`src/rtl/axi_lite_pkg.sv`:
```
// Shared AXI-Lite definitions for the master and slave blocks.
// Holds the FSM state encoding and strobe-width helpers.
package axi_lite_pkg;

   localparam int AXIL_DATA_W = 32;
   localparam int AXIL_STRB_W = AXIL_DATA_W / 8;

   typedef enum logic [2:0] {
      ST_IDLE  = 3'd0,
      ST_WRITE = 3'd1,
      ST_WRESP = 3'd2,
      ST_RADDR = 3'd3,
      ST_RDATA = 3'd4
   } axil_state_t;

   function automatic int axil_strb_w(input int dw);
      return dw / 8;
   endfunction

endpackage

```
`src/rtl/axi_lite_master.sv`:
```
// AXI-Lite master: turns one host command into one AXI-Lite
// transaction and returns a one-cycle response pulse.
// Ports: clk/rst (async, active-high); cmd_* host request;
// rsp_* response; AW/W/B/AR/R AXI-Lite channels.
// Option: define AXIL_MASTER_TIMEOUT_EN for a response watchdog
// that aborts after TIMEOUT_CYCLES stalled cycles (rsp_err = 1).
module axi_lite_master
   import axi_lite_pkg::*;
#(
   parameter int ADDR_WIDTH     = 8,
   parameter int DATA_WIDTH     = 32,
   parameter int TIMEOUT_CYCLES = 255
) (
   input  logic                    clk,
   input  logic                    rst,
   input  logic                    cmd_valid,
   output logic                    cmd_ready,
   input  logic                    cmd_write,
   input  logic [ADDR_WIDTH-1:0]   cmd_addr,
   input  logic [DATA_WIDTH-1:0]   cmd_wdata,
   input  logic [DATA_WIDTH/8-1:0] cmd_wstrb,
   output logic                    rsp_valid,
   output logic [DATA_WIDTH-1:0]   rsp_rdata,
   output logic                    rsp_err,
   output logic                    AWVALID,
   input  logic                    AWREADY,
   output logic [ADDR_WIDTH-1:0]   AWADDR,
   output logic                    WVALID,
   input  logic                    WREADY,
   output logic [DATA_WIDTH-1:0]   WDATA,
   output logic [DATA_WIDTH/8-1:0] WSTRB,
   input  logic                    BVALID,
   output logic                    BREADY,
   output logic                    ARVALID,
   input  logic                    ARREADY,
   output logic [ADDR_WIDTH-1:0]   ARADDR,
   input  logic                    RVALID,
   output logic                    RREADY,
   input  logic [DATA_WIDTH-1:0]   RDATA
);

   localparam int SW = axil_strb_w(DATA_WIDTH);

   axil_state_t           state;
   logic                  aw_done;
   logic                  w_done;
   logic [ADDR_WIDTH-1:0] addr_q;
   logic [DATA_WIDTH-1:0] wdata_q;
   logic [SW-1:0]         wstrb_q;
   logic                  tmo_hit;

   logic aw_hs, w_hs, b_hs, ar_hs, r_hs;

   assign cmd_ready = (state == ST_IDLE);
   assign AWVALID   = (state == ST_WRITE) && !aw_done;
   assign WVALID    = (state == ST_WRITE) && !w_done;
   assign BREADY    = (state == ST_WRESP);
   assign ARVALID   = (state == ST_RADDR);
   assign RREADY    = (state == ST_RDATA);
   assign AWADDR    = addr_q;
   assign ARADDR    = addr_q;
   assign WDATA     = wdata_q;
   assign WSTRB     = wstrb_q;

   assign aw_hs = AWVALID && AWREADY;
   assign w_hs  = WVALID && WREADY;
   assign b_hs  = BVALID && BREADY;
   assign ar_hs = ARVALID && ARREADY;
   assign r_hs  = RVALID && RREADY;

`ifdef AXIL_MASTER_TIMEOUT_EN
   localparam int CW = $clog2(TIMEOUT_CYCLES + 1);

   logic [CW-1:0] tmo_cnt;
   logic          any_hs;
   logic          err_q;

   assign any_hs  = aw_hs | w_hs | b_hs | ar_hs | r_hs;
   // Fires on the last stalled cycle, so VALID/READY stay up for
   // exactly TIMEOUT_CYCLES cycles without progress.
   assign tmo_hit = (state != ST_IDLE) && !any_hs &&
                    (tmo_cnt == CW'(TIMEOUT_CYCLES - 1));
   assign rsp_err = err_q;

   always_ff @(posedge clk or posedge rst) begin
      if (rst) begin
         tmo_cnt <= '0;
         err_q   <= 1'b0;
      end else begin
         err_q <= tmo_hit;
         if (state == ST_IDLE || any_hs)
            tmo_cnt <= '0;
         else
            tmo_cnt <= tmo_cnt + 1'b1;
      end
   end
`else
   logic unused_tmo;

   assign unused_tmo = |TIMEOUT_CYCLES;
   assign tmo_hit    = 1'b0;
   assign rsp_err    = 1'b0;
`endif

   always_ff @(posedge clk or posedge rst) begin
      if (rst) begin
         state     <= ST_IDLE;
         aw_done   <= 1'b0;
         w_done    <= 1'b0;
         addr_q    <= '0;
         wdata_q   <= '0;
         wstrb_q   <= '0;
         rsp_valid <= 1'b0;
         rsp_rdata <= '0;
      end else begin
         rsp_valid <= 1'b0;
         if (tmo_hit) begin
            state     <= ST_IDLE;
            aw_done   <= 1'b0;
            w_done    <= 1'b0;
            rsp_valid <= 1'b1;
            rsp_rdata <= '0;
         end else begin
            unique case (state)
               ST_IDLE: begin
                  if (cmd_valid) begin
                     addr_q  <= cmd_addr;
                     wdata_q <= cmd_wdata;
                     wstrb_q <= cmd_wstrb;
                     state   <= cmd_write ? ST_WRITE : ST_RADDR;
                  end
               end
               ST_WRITE: begin
                  if (aw_hs) aw_done <= 1'b1;
                  if (w_hs)  w_done  <= 1'b1;
                  // AW and W may complete in either order or together.
                  if ((aw_done || aw_hs) && (w_done || w_hs)) begin
                     aw_done <= 1'b0;
                     w_done  <= 1'b0;
                     state   <= ST_WRESP;
                  end
               end
               ST_WRESP: begin
                  if (BVALID) begin
                     rsp_valid <= 1'b1;
                     state     <= ST_IDLE;
                  end
               end
               ST_RADDR: begin
                  if (ARREADY) state <= ST_RDATA;
               end
               ST_RDATA: begin
                  if (RVALID) begin
                     rsp_rdata <= RDATA;
                     rsp_valid <= 1'b1;
                     state     <= ST_IDLE;
                  end
               end
               default: state <= ST_IDLE;
            endcase
         end
      end
   end

endmodule

```
`config.mk`:
```
export PLATFORM = sky130hd
export DESIGN_NAME = axi_lite_master
export DESIGN_NICKNAME = d
export VERILOG_FILES = /design/src/rtl/axi_lite_pkg.sv /design/src/rtl/axi_lite_master.sv
export SDC_FILE = /design/constraint.sdc
export NUM_CORES = 1
export LEC_CHECK = 0
export ABC_AREA = 0
export CELL_PAD_IN_SITES_DETAIL_PLACEMENT = 0
export CELL_PAD_IN_SITES_GLOBAL_PLACEMENT = 1
export CORE_MARGIN = 8
export CORE_UTILIZATION = 32
export CTS_CLUSTER_SIZE = 28
export DETAILED_ROUTE_END_ITERATION = 16
export PLACE_DENSITY_LB_ADDON = 0.05
export SETUP_SLACK_MARGIN = 0.5
export SLEW_MARGIN = 20
export SYNTH_ARGS = -nofsm -noshare
export SYNTH_HDL_FRONTEND = slang
export SYNTH_SLANG_ARGS = --single-unit
```
`constraint.sdc`:
```
create_clock -name clk -period 9.75 [get_ports clk]
set_clock_uncertainty 0.15 [all_clocks]
set_input_delay 2.925 -clock clk [delete_from_list [all_inputs] [get_ports clk]]
set_output_delay 2.925 -clock clk [all_outputs]
set_load 0.02 [all_outputs]
```
==> impl_results.md <==
- Global-route wire length before repair: around 13 mm
- I/O pin total: 177
- Max incr delay on CP: between 600 and 700 ps
- DIE AREA: between 10000 and 15000 um^2
- Mapped cell area: roughly 3300 um^2
- Nets: approximately 460
- CTS tree: yes
- Least-Margin Pin Slew: 1060 ps
- Most area-consuming cells after synthesis: dfrtp_1 63%, mux2_2 16%, mux2_1 10%, buf_4 2.5%, buf_6 2.4%
- Register share of total power: about a third
- CTS Buf Count: 9
- Post-Place Cell Area: 5040 um^2
- Post-DR vias/cell: around 4.4
- Core area: just over 10000 um^2
- IO buf count: around 180
- Finish-stage setup viols: 0
- Final period util: roughly 56%
- H-tree Lvls: 3
- Initial core utilization: around a third
- Final instance area: roughly 5200 um^2
- Via count of the first global-routing pass: between 2000 and 3000
- Max_cap viols: 0
- Slew headroom: just under 30%
- Worst setup SP type: register
- Grt ovf: 0
- Sw Ratio: between 30% and 40%
- Syn. warnings: 0
- Crit path kind: reg2out
- Internal power: ~1.1 mW
- Power Total: approximately 1.7 mW
- Crit-path leading delay family: simple AND/OR/NAND/NOR gates
- Antenna-violating nets left: 0
- Hold WS: about 340 ps
- P_sw: between 0.6 and 0.7 mW
- Number of cell rows: 37
- Most frequent cells in the layout: 175 x clkdlybuf4s50_1, 82 x dfrtp_1, 47 x mux2_2
- Antenna diode count: 0
- Area Growth Syn to Fin: 59.1%
- Residual DRC count: 0
- Comb power frac: around half
- Min cycle time layout: around 5400 ps
- Number of flops mapped to enable cells by yosys: 0
- Synth async-reset ratio: 100%
- WL per Instance: 16.8 um
- Setup TNS: 0 ps
- CP required: between 6000 and 7000 ps
- GRT Total Usage: between 10 and 15%
- Worst hold-check path type: reg2reg
- Sequential share of the synthesized area: 62.7%
- Initial DRC count: 46
- Post-CTS Resized: 0
- Peak supply drop: between 0.0002 and 0.00025 V
- Crit end category: output port
- Crit-path cells: nor3b_1 -> nor2b_1 -> clkdlybuf4s50_1
- Yosys top cell by area: dfrtp_1
- Drt total wl: roughly 8.7 mm
- Outcome: complete, no violations
- FMAX: between 150 and 200 MHz
- Clock Latency Late Sink: roughly 340 ps
- Max-slew violations: 0
- Yosys cell types: 23
- RSZ-0062 raised after global routing: no
- Placed cells: about 500
- Place WS: approximately 4700 ps
- Clock sink total: about 80
- Via count: between 2000 and 2500
- Crit path setup slack, layout: about 4300 ps
- Fin util: between 50 and 60%
- Synth top area share: a little over three fifths
- LEAKAGE: about 2.2 nW
- HPWL after DPL: ~6.6 mm
- Mapped Avg Cell Area: approximately 16 um^2
- Reg clk slew, reported paths: 70 ps
- CP Max Fanout: 9
- Final Wtd Congestion: roughly 0.71
- Clk pwr share: 13.0%
- First-pass DRT Iterations: 2
- Final Hold Vio Count: 0
- Slowest cell on crit path: nor3b_1
- Syn Nets: around 290
- Buf/Inv on CP: 1
- Die Y: roughly 120 um
- Mapped Cells: roughly 210
- Initial antenna violation count: 0
- Total setup buffers inserted after CTS: 0
- Most common cell after layout, fill and taps aside: clkdlybuf4s50_1
- Hold Buf Count CTS: 0
- Dominant synthesized flop cell: dfrtp_1
- Crit path DAT: about 2400 ps
- Max Root-Sink Buffers: 2
- Pwr/cell area: between 300 and 400 nW/um^2
- Die Wd: about 120 um
- Final Non-Filler Cells: just over 500
- Largest net degree at the start of global routing: 83
- CTS root buf: clkbuf_8
- Layout cells sized above 1: between 10% and 20%
- FF+latch count, synth: 82
cells by family (layout without fill, tap and decap cells):
family	count (synthesis)	after routing	share of synthesized area, %
buf+inv	23	196	5.58
flops	82	82	62.7
other cells	1	1	0.115
compound gates	9	9	1.76
simple gates	16	16	3.40
mux	77	77	26.5
routing by layer:
layer | share of wire, % | track usage [%] | vias to the layer above
met5 | 0 | 0 | -
met4 | 1.9 | 6.66 | 0
met3 | 15 | 8.00 | 11
met2 | 47 | 20.3 | 100
met1 | 36 | 13.2 | 1133
li1 | - | - | 1052
area by class of cell:
type                    count  area (um^2)
clock inverters             3         15.0
repair buffers            177         1770
clock buffers              13          149
well taps                 136          170
multi-input cells         103         1040
flip-flops and latches     82         2050
fillers                   898         4930
inverters                   3         12.5
cell usage after synthesis (2+ instances only):
master	n
dfrtp_1	82
mux2_2	47
mux2_1	30
buf_4	11
buf_6	7
a21oi_1	6
inv_1	3
and2_1	2
buf_2	2
nand3b_1	2
nor2b_1	2
nor3b_1	2
or2_2	2
final timing paths:
check                               from       endpoint  slack [ps]  cells past startpoint
hold / removal             rsp_rdata[29]  rsp_rdata[29]         340                      1
max in group asynchronous            rst      ARADDR[7]        5980                      3
hold reg to reg            rsp_rdata[29]  rsp_rdata[29]         340                      1
min in group asynchronous            rst      WDATA[29]        2940                      3
setup reg to reg                state[1]      ARADDR[6]        7450                      3
setup / recovery                state[0]        AWVALID        4310                      3
sequential cells by signal, summed over array words and instances (netlist names):
register	flops
WDATA	32
rsp_rdata	32
ARADDR	8
WSTRB	4
state	3
aw_done	1
rsp_valid	1
w_done	1
power by group through the flow:
stage | combinational, mW | clock (mW) | sequential, mW
CTS | 0.881 | 0.228 | 0.585
finish | 0.862 | 0.215 | 0.582
global placement | 0.873 | 0 | 0.583
floorplan | 0.294 | 0 | 0.761
global route | 0.912 | 0.241 | 0.605
detailed placement | 0.878 | 0 | 0.590
Power figures use the tool's default switching activity.
